File: src/rtl/alu_div_sequencer.sv
// ============================================================================
//  Module   : alu_div_sequencer
//  Purpose  : Multi-cycle unsigned restoring divider that borrows the shared
//             datapath ALU for its trial subtractions, one quotient bit/clock.
//  Revision : 1.0 - initial release
// ============================================================================
`default_nettype none

module alu_div_sequencer #(
    parameter int WIDTH = 64,
    parameter int CNT_W = 7
) (
    input  logic             clk,
    input  logic             rst,
    input  logic             start,
    input  logic [WIDTH-1:0] dividend,
    input  logic [WIDTH-1:0] divisor,
    output logic             busy,
    output logic             done,
    output logic [WIDTH-1:0] quotient,
    output logic [WIDTH-1:0] remainder,
    output logic             div_by_zero,
    output logic [WIDTH-1:0] aluA,
    output logic [WIDTH-1:0] aluB,
    output logic [3:0]       aluCtrl,
    input  logic [WIDTH-1:0] aluRes,
    input  logic             aluC
);

    localparam logic [1:0] S_IDLE = 2'd0;
    localparam logic [1:0] S_CALC = 2'd1;
    localparam logic [1:0] S_FIN  = 2'd2;

    localparam logic [3:0] c_ALU_NOP = 4'b0000;
    localparam logic [3:0] c_ALU_SUB = 4'b0110;

    logic [1:0]       r_state;
    logic [1:0]       w_next_state;
    logic [WIDTH-1:0] r_q;
    logic [WIDTH-1:0] r_d;
    logic [WIDTH-1:0] r_r;
    logic [CNT_W-1:0] r_cnt;
    logic [WIDTH-1:0] r_quot;
    logic [WIDTH-1:0] r_rem;
    logic             r_dbz;

    logic             w_accept;
    logic             w_div_zero;
    logic             w_last;
    logic             w_top;
    logic [WIDTH-1:0] w_rs;
    logic             w_qbit;
    logic [WIDTH-1:0] w_r_next;
    logic [WIDTH-1:0] w_q_next;

    assign w_accept   = (r_state == S_IDLE) && start;
    assign w_div_zero = (divisor == '0);
    assign w_last     = (r_cnt == CNT_W'(WIDTH - 1));

    // Shift the next dividend bit into the partial remainder; the bit pushed
    // out of the top means the true value already exceeds any divisor.
    assign w_top    = r_r[WIDTH-1];
    assign w_rs     = {r_r[WIDTH-2:0], r_q[WIDTH-1]};
    assign w_qbit   = w_top | ~aluC;
    assign w_r_next = w_qbit ? aluRes : w_rs;
    assign w_q_next = {r_q[WIDTH-2:0], w_qbit};

    always_ff @(posedge clk or posedge rst) begin
        if (rst) begin
            r_state <= S_IDLE;
        end else begin
            r_state <= w_next_state;
        end
    end

    always_comb begin
        w_next_state = r_state;
        case (r_state)
            S_IDLE: begin
                if (w_accept) begin
                    w_next_state = w_div_zero ? S_FIN : S_CALC;
                end
            end
            S_CALC: begin
                if (w_last) begin
                    w_next_state = S_FIN;
                end
            end
            S_FIN:   w_next_state = S_IDLE;
            default: w_next_state = S_IDLE;
        endcase
    end

    always_comb begin
        busy    = 1'b0;
        done    = 1'b0;
        aluA    = '0;
        aluB    = '0;
        aluCtrl = c_ALU_NOP;
        case (r_state)
            S_CALC: begin
                busy    = 1'b1;
                aluA    = w_rs;
                aluB    = r_d;
                aluCtrl = c_ALU_SUB;
            end
            S_FIN: begin
                busy = 1'b1;
                done = 1'b1;
            end
            default: ;
        endcase
    end

    always_ff @(posedge clk or posedge rst) begin
        if (rst) begin
            r_q    <= '0;
            r_d    <= '0;
            r_r    <= '0;
            r_cnt  <= '0;
            r_quot <= '0;
            r_rem  <= '0;
            r_dbz  <= 1'b0;
        end else if (w_accept) begin
            r_q   <= dividend;
            r_d   <= divisor;
            r_r   <= '0;
            r_cnt <= '0;
            r_dbz <= 1'b0;
            if (w_div_zero) begin
                r_quot <= '1;
                r_rem  <= dividend;
                r_dbz  <= 1'b1;
            end
        end else if (r_state == S_CALC) begin
            r_r   <= w_r_next;
            r_q   <= w_q_next;
            r_cnt <= r_cnt + CNT_W'(1);
            if (w_last) begin
                r_quot <= w_q_next;
                r_rem  <= w_r_next;
            end
        end
    end

    assign quotient    = r_quot;
    assign remainder   = r_rem;
    assign div_by_zero = r_dbz;

endmodule

`default_nettype wire
File: config.mk
export PLATFORM = sky130hd
export DESIGN_NAME = alu_div_sequencer
export DESIGN_NICKNAME = d
export VERILOG_FILES = /design/src/rtl/alu_div_sequencer.sv
export SDC_FILE = /design/constraint.sdc
export NUM_CORES = 1
export LEC_CHECK = 0
export CAP_MARGIN = 40
export CORE_AREA = 2 2 176 178
export DETAILED_ROUTE_END_ITERATION = 7
export DIE_AREA = 0 0 178 180
export GPL_TIMING_DRIVEN = 0
export PLACE_DENSITY = 0.92
export RECOVER_POWER = 25
export SETUP_SLACK_MARGIN = 0.02
export SLEW_MARGIN = 40
export SYNTH_ARGS = -nofsm -noshare
export SYNTH_HDL_FRONTEND = slang
export SYNTH_SLANG_ARGS = --single-unit
File: constraint.sdc
create_clock -name clk -period 25.5 [get_ports clk]
set_clock_uncertainty 0.2 [all_clocks]
set_input_delay 5.1 -clock clk [delete_from_list [all_inputs] [get_ports clk]]
set_output_delay 5.1 -clock clk [all_outputs]
set_load 0.01 [all_outputs]
## After elaboration in Yosys (flattened, before gate mapping)

Index checks and enable logic that the tools add are counted.

- Reduce and logical (&&, ||, !) cells: 8
- Add/sub/neg operators: 1
- Multiplexer cells: 25
- Bitwise logic cells: 2
- Shifts and indexed selects: 0
- Magnitude comparators: 0
- Equality and inequality tests: 6
- Multipliers: 0
- Divide/modulo/power cells: 0

Operators with widths:

| cell | number |
|---|---|
| 64-bit 2-to-1 mux | 15 |
| 64-bit zero test | 1 |
| 7-bit 2-to-1 mux | 2 |
| 7-bit by 1-bit adder with 7-bit output (second input constant) | 1 |
| 7-bit by 6-bit equality test with 1-bit output (second input constant) | 1 |
| 2-bit 2-to-1 mux | 3 |
| 2-bit inequality test (second input constant) | 2 |
| 2-bit one-hot mux with 2 select lines | 1 |
| 2-bit nonzero test | 2 |
| 1-bit 2-to-1 mux | 3 |
| 3-bit 2-to-1 mux | 1 |
| 3-bit AND reduction | 1 |
| 2-bit by 1-bit equality test with 1-bit output (second input constant) | 1 |
| 2-bit equality test (second input constant) | 1 |
| 2-bit zero test | 1 |
| 2-bit by 1-bit inequality test with 1-bit output (second input constant) | 1 |
| 2-bit AND reduction | 1 |
| 2-bit OR reduction | 1 |
| 1-bit logical AND | 1 |
| 1-bit NOT | 1 |
| 1-bit OR | 1 |

- Memory bits (read-only): 0
- Memory bits (writable): 0
- Memories: 0
- Logic and storage cells: 50
- Register bits after elaboration: 330
- Bits in latches: 0
- Output and inout bits: 263
- Input bits: 196

## Logic depth before layout (Yosys ltp)

- Depth in word-level cells: 6
- Gate-level depth with buffers: 10
- Mapped depth without buffers: 7

## Least setup slack after synthesis

OpenSTA, ideal clock, no wires.

- Kind: register to output
- From: reg r_state[1]
- To: out aluB[63]
- Buffers on the path: 4
- Required time: 20.200 ns
- Setup slack: 18.274 ns
- Arrival: 1.926 ns
- Stages on the path, launching flop included: 8
- Cell sequence: dfrtp_1 > inv_1 > ha_1 > clkbuf_1 > clkbuf_1 > clkbuf_1 > clkbuf_1 > and2_1

- Cells in the longest elaborated chain, start to end: 2

Ends and longest elaborated chain:

| what | RTL line | RTL |
|---|---|---|
| start, declared | 37 | `logic [1:0] r_state;` |
| start signal, assigned | 72 | `r_state <= w_next_state;` |
| 2-bit by 1-bit equality test with 1-bit output | 100 | `case (r_state)` |
| 64-bit 2-to-1 mux | 100 |  |
| end, declared | 24 | `output logic [WIDTH-1:0] aluB,` |

Every way passes these cells.

==> flow_metrics.py <==
metrics = {
    "status": {
        "status": "finished with violations",
        "violations": "max-capacitance violations, max-slew violations",
    },
    "synthesis": {
        "synthTopCellsByCount": "387 x nand2_1, 330 x dfrtp_1, 138 x nor2_1",
        "async_flop_share": 1.00,
        "yosysMostFrequentCell": "nand2_1",
        "syn_area_sq_mm": 0.0152,
        "ys_seq_area_frac": 0.545,
        "yosysUniqueCellTypes": 37,
        "synth-main-ff-cell": "dfrtp_1",
        "avgSynthCellArea_sq_um": 9.78,
        "synthCells": 1551,
        "synth.area.top_cells": "dfrtp_1 54%, nand2_1 9.6%, mux2i_1 8.5%",
        "synth_edf_count": 0,
        "yosysWarnings": 0,
        "yosysTopAreaCellShare": 0.545,
        "yosysTopAreaCell": "dfrtp_1",
        "synth_seq_cells": 330,
    },
    "setup_path": {
        "critPathRequiredTime_ns": 24.91,
        "critPathKind": "in -> async",
        "critPathLaunchType": "input pin",
        "arrival_ns": 9.88,
        "worstSetupEndpointType": "asynchronous set/reset pin",
        "critPathMaxFanout": 76,
    },
    "global_routing": {
        "antenna_found_initial": 1,
        "grt_pass1_wl_microns": 84600,
        "grt_pass1_vias": 14600,
        "grt_max_degree": 80,
        "grt_overflow": 0,
        "grtUsageTotal": 0.343,
    },
    "clocking": {
        "htree_num_levels": 2,
        "cts_sinks": 330,
        "cts_max_path_buffers": 3,
        "cts_tree": "yes",
        "hold_buffers": 0,
        "cts_root_buf": "clkbuf_16",
        "clk_latency_ns": 0.52,
        "numCtsBuffers": 36,
        "cts_resized": 0,
        "cts_setup_buffers": 0,
        "clk_pin_slew_ns": 0.06,
    },
    "sta": {
        "hold_ws_ns": 0.267,
        "finalSetupViolCount": 0,
        "setup_ws_ns": 15.03,
        "period_minus_slack_ns": 10.47,
        "final_max_slew_viol_count": 258,
        "fin_setup_tns_ns": 0,
        "rsz0062_at_grt": "false",
        "finalHoldViolCount": 0,
        "worst_pin_slew_ns": 4.33,
        "max_slew_margin": -1.89,
        "fin_crit_sh": 0.411,
        "max_freq_mhz": 95.5,
    },
    "layout": {
        "ff_latch_area_sq_mm": 0.00826,
        "fin_nets": 2250,
        "drive_above_1_share": 0.0506,
        "fillers": 2068,
        "final_core_util": 0.714,
        "syn2layout_area_growth_pct": 42.0,
        "multi_input_area_sq_mm": 0.00624,
    },
    "detailed_routing": {
        "dr_total_vias": 14300,
        "wirelength_microns": 55400,
        "drt_pass1_iterations": 7,
        "drc_errors": 0,
        "drtIter0Drc": 1370,
        "drtAntennaViolNets": 0,
        "wl_per_cell_microns": 22.4,
        "routed_via_density": 5.79,
    },
    "floorplanning": {
        "initial_utilization": 0.502,
        "die-area_sq_mm": 0.0320,
        "fp-row-count": 64,
        "die_h_microns": 180,
        "ios": 459,
        "die_w_microns": 178,
        "core_sq_mm": 0.0302,
    },
    "run": {
        "maxCapViolCount": 4,
    },
    "min_path": {
        "hp-class": "reg -> reg",
    },
    "place": {
        "dpl.hpwl_microns": 40800,
        "dp_slack_ns": 16.93,
        "port_buffers": 456,
        "gp_congestion": 0.967,
    },
    "pwr": {
        "p_total_uw": 2070,
        "p_leak_uw": 0.00979,
        "ir_worst_vdd_mv": 0.0726,
        "powerDensity_mw_per_mm2": 95.9,
    },
}
-- cell usage in the layout (no fill, tap or decap), types with 3 or more instances in the layout --
cell | netlist | layout
buf_4 | 3 | 3
and2_1 | 129 | 129
a221o_1 | 60 | 60
a211oi_1 | 64 | 64
nand4_1 | 6 | 6
a221o_2 | 3 | 3
dfrtp_1 | 330 | 330
clkbuf_1 | 88 | 90
buf_12 | 7 | 7
ha_1 | 4 | 4
buf_2 | 14 | 14
buf_6 | 6 | 6
clkinv_2 | 0 | 8
nor2_1 | 138 | 138
clkbuf_16 | 0 | 37
nor4_1 | 15 | 15
a21oi_1 | 3 | 3
clkdlybuf4s50_1 | 0 | 455
nand2_1 | 387 | 387
xor2_1 | 3 | 3
clkbuf_2 | 0 | 5
o21ai_0 | 68 | 68
mux2i_1 | 129 | 129
bufinv_16 | 0 | 6
nand3_1 | 63 | 63
clkbuf_8 | 0 | 5
buf_1 | 8 | 8
inv_6 | 0 | 3
-- per-stage QoR --
stage	std cells	area (sq um)
2_1_floorplan	1552	15200
3_3_place_gp	2404	20200
3_5_place_dp	2408	20400
4_1_cts	2472	21600
5_1_grt	2473	21500
6_report	2473	21500
-- routing by layer --
layer  track usage  part of all wire
met1         0.405              0.36
met2         0.580              0.49
met3        0.0797             0.091
met4         0.180             0.058
met5             0                 0
-- worst max-delay path, cell delays in order --
cell           delay, ns
dlygate4sd3_1       0.55
clkinvlp_2          1.05
clkbuf_1            3.10
-- sequential cells by signal (all words and copies together), names as in the netlist --
name / flops
r_q: 64
r_cnt: 7
r_state: 2
quotient: 64
r_d: 64
r_r: 64
div_by_zero: 1
remainder: 64
-- layout make-up --
cell class,count,area share
antenna,1,0.000116
sequential,330,0.383
multi-input combinational,1093,0.290
tap,396,0.0230
buffer,126,0.0310
inverter,3,0.000581
clock inverter,18,0.0118
timing repair buffer,460,0.214
clock buffer,46,0.0469
-- cell families after synthesis --
logic type      after synthesis  share of synthesized area
fa+ha+maj                     4                    0.00330
simple gates                749                      0.219
compound gates              204                      0.101
xor+xnor                      5                    0.00289
mux                         129                     0.0851
flops                       330                      0.545
other cells                   1                   0.000247
buf+inv                     129                     0.0443
-- report_power, final --
group / leakage [uW] / internal [uW] / total (uW) / switching, uW
Clock: 0.000626 / 342 / 560 / 218
Sequential: 0.00431 / 674 / 784 / 110
Combinational: 0.00485 / 313 / 723 / 410
-- worst paths after layout --
path                                         from                   endpoint  slack, ns  cells past startpoint
hold reg to reg               r_d[32]$_DFFE_PP0P_        r_d[32]$_DFFE_PP0P_       0.27                      2
setup reg to reg           r_state[1]$_DFFE_PP0P_        r_r[27]$_DFFE_PP0P_      22.28                      7
hold / removal                r_d[32]$_DFFE_PP0P_        r_d[32]$_DFFE_PP0P_       0.27                      2
max in group clk           r_state[1]$_DFFE_PP0P_                   aluB[63]      16.32                      8
setup / recovery                              rst  remainder[44]$_DFFE_PP0P_      15.03                      3
min in group asynchronous                     rst   remainder[5]$_DFFE_PP0P_       5.30                      2
No activity file was read; power rests on OpenSTA's default activity.
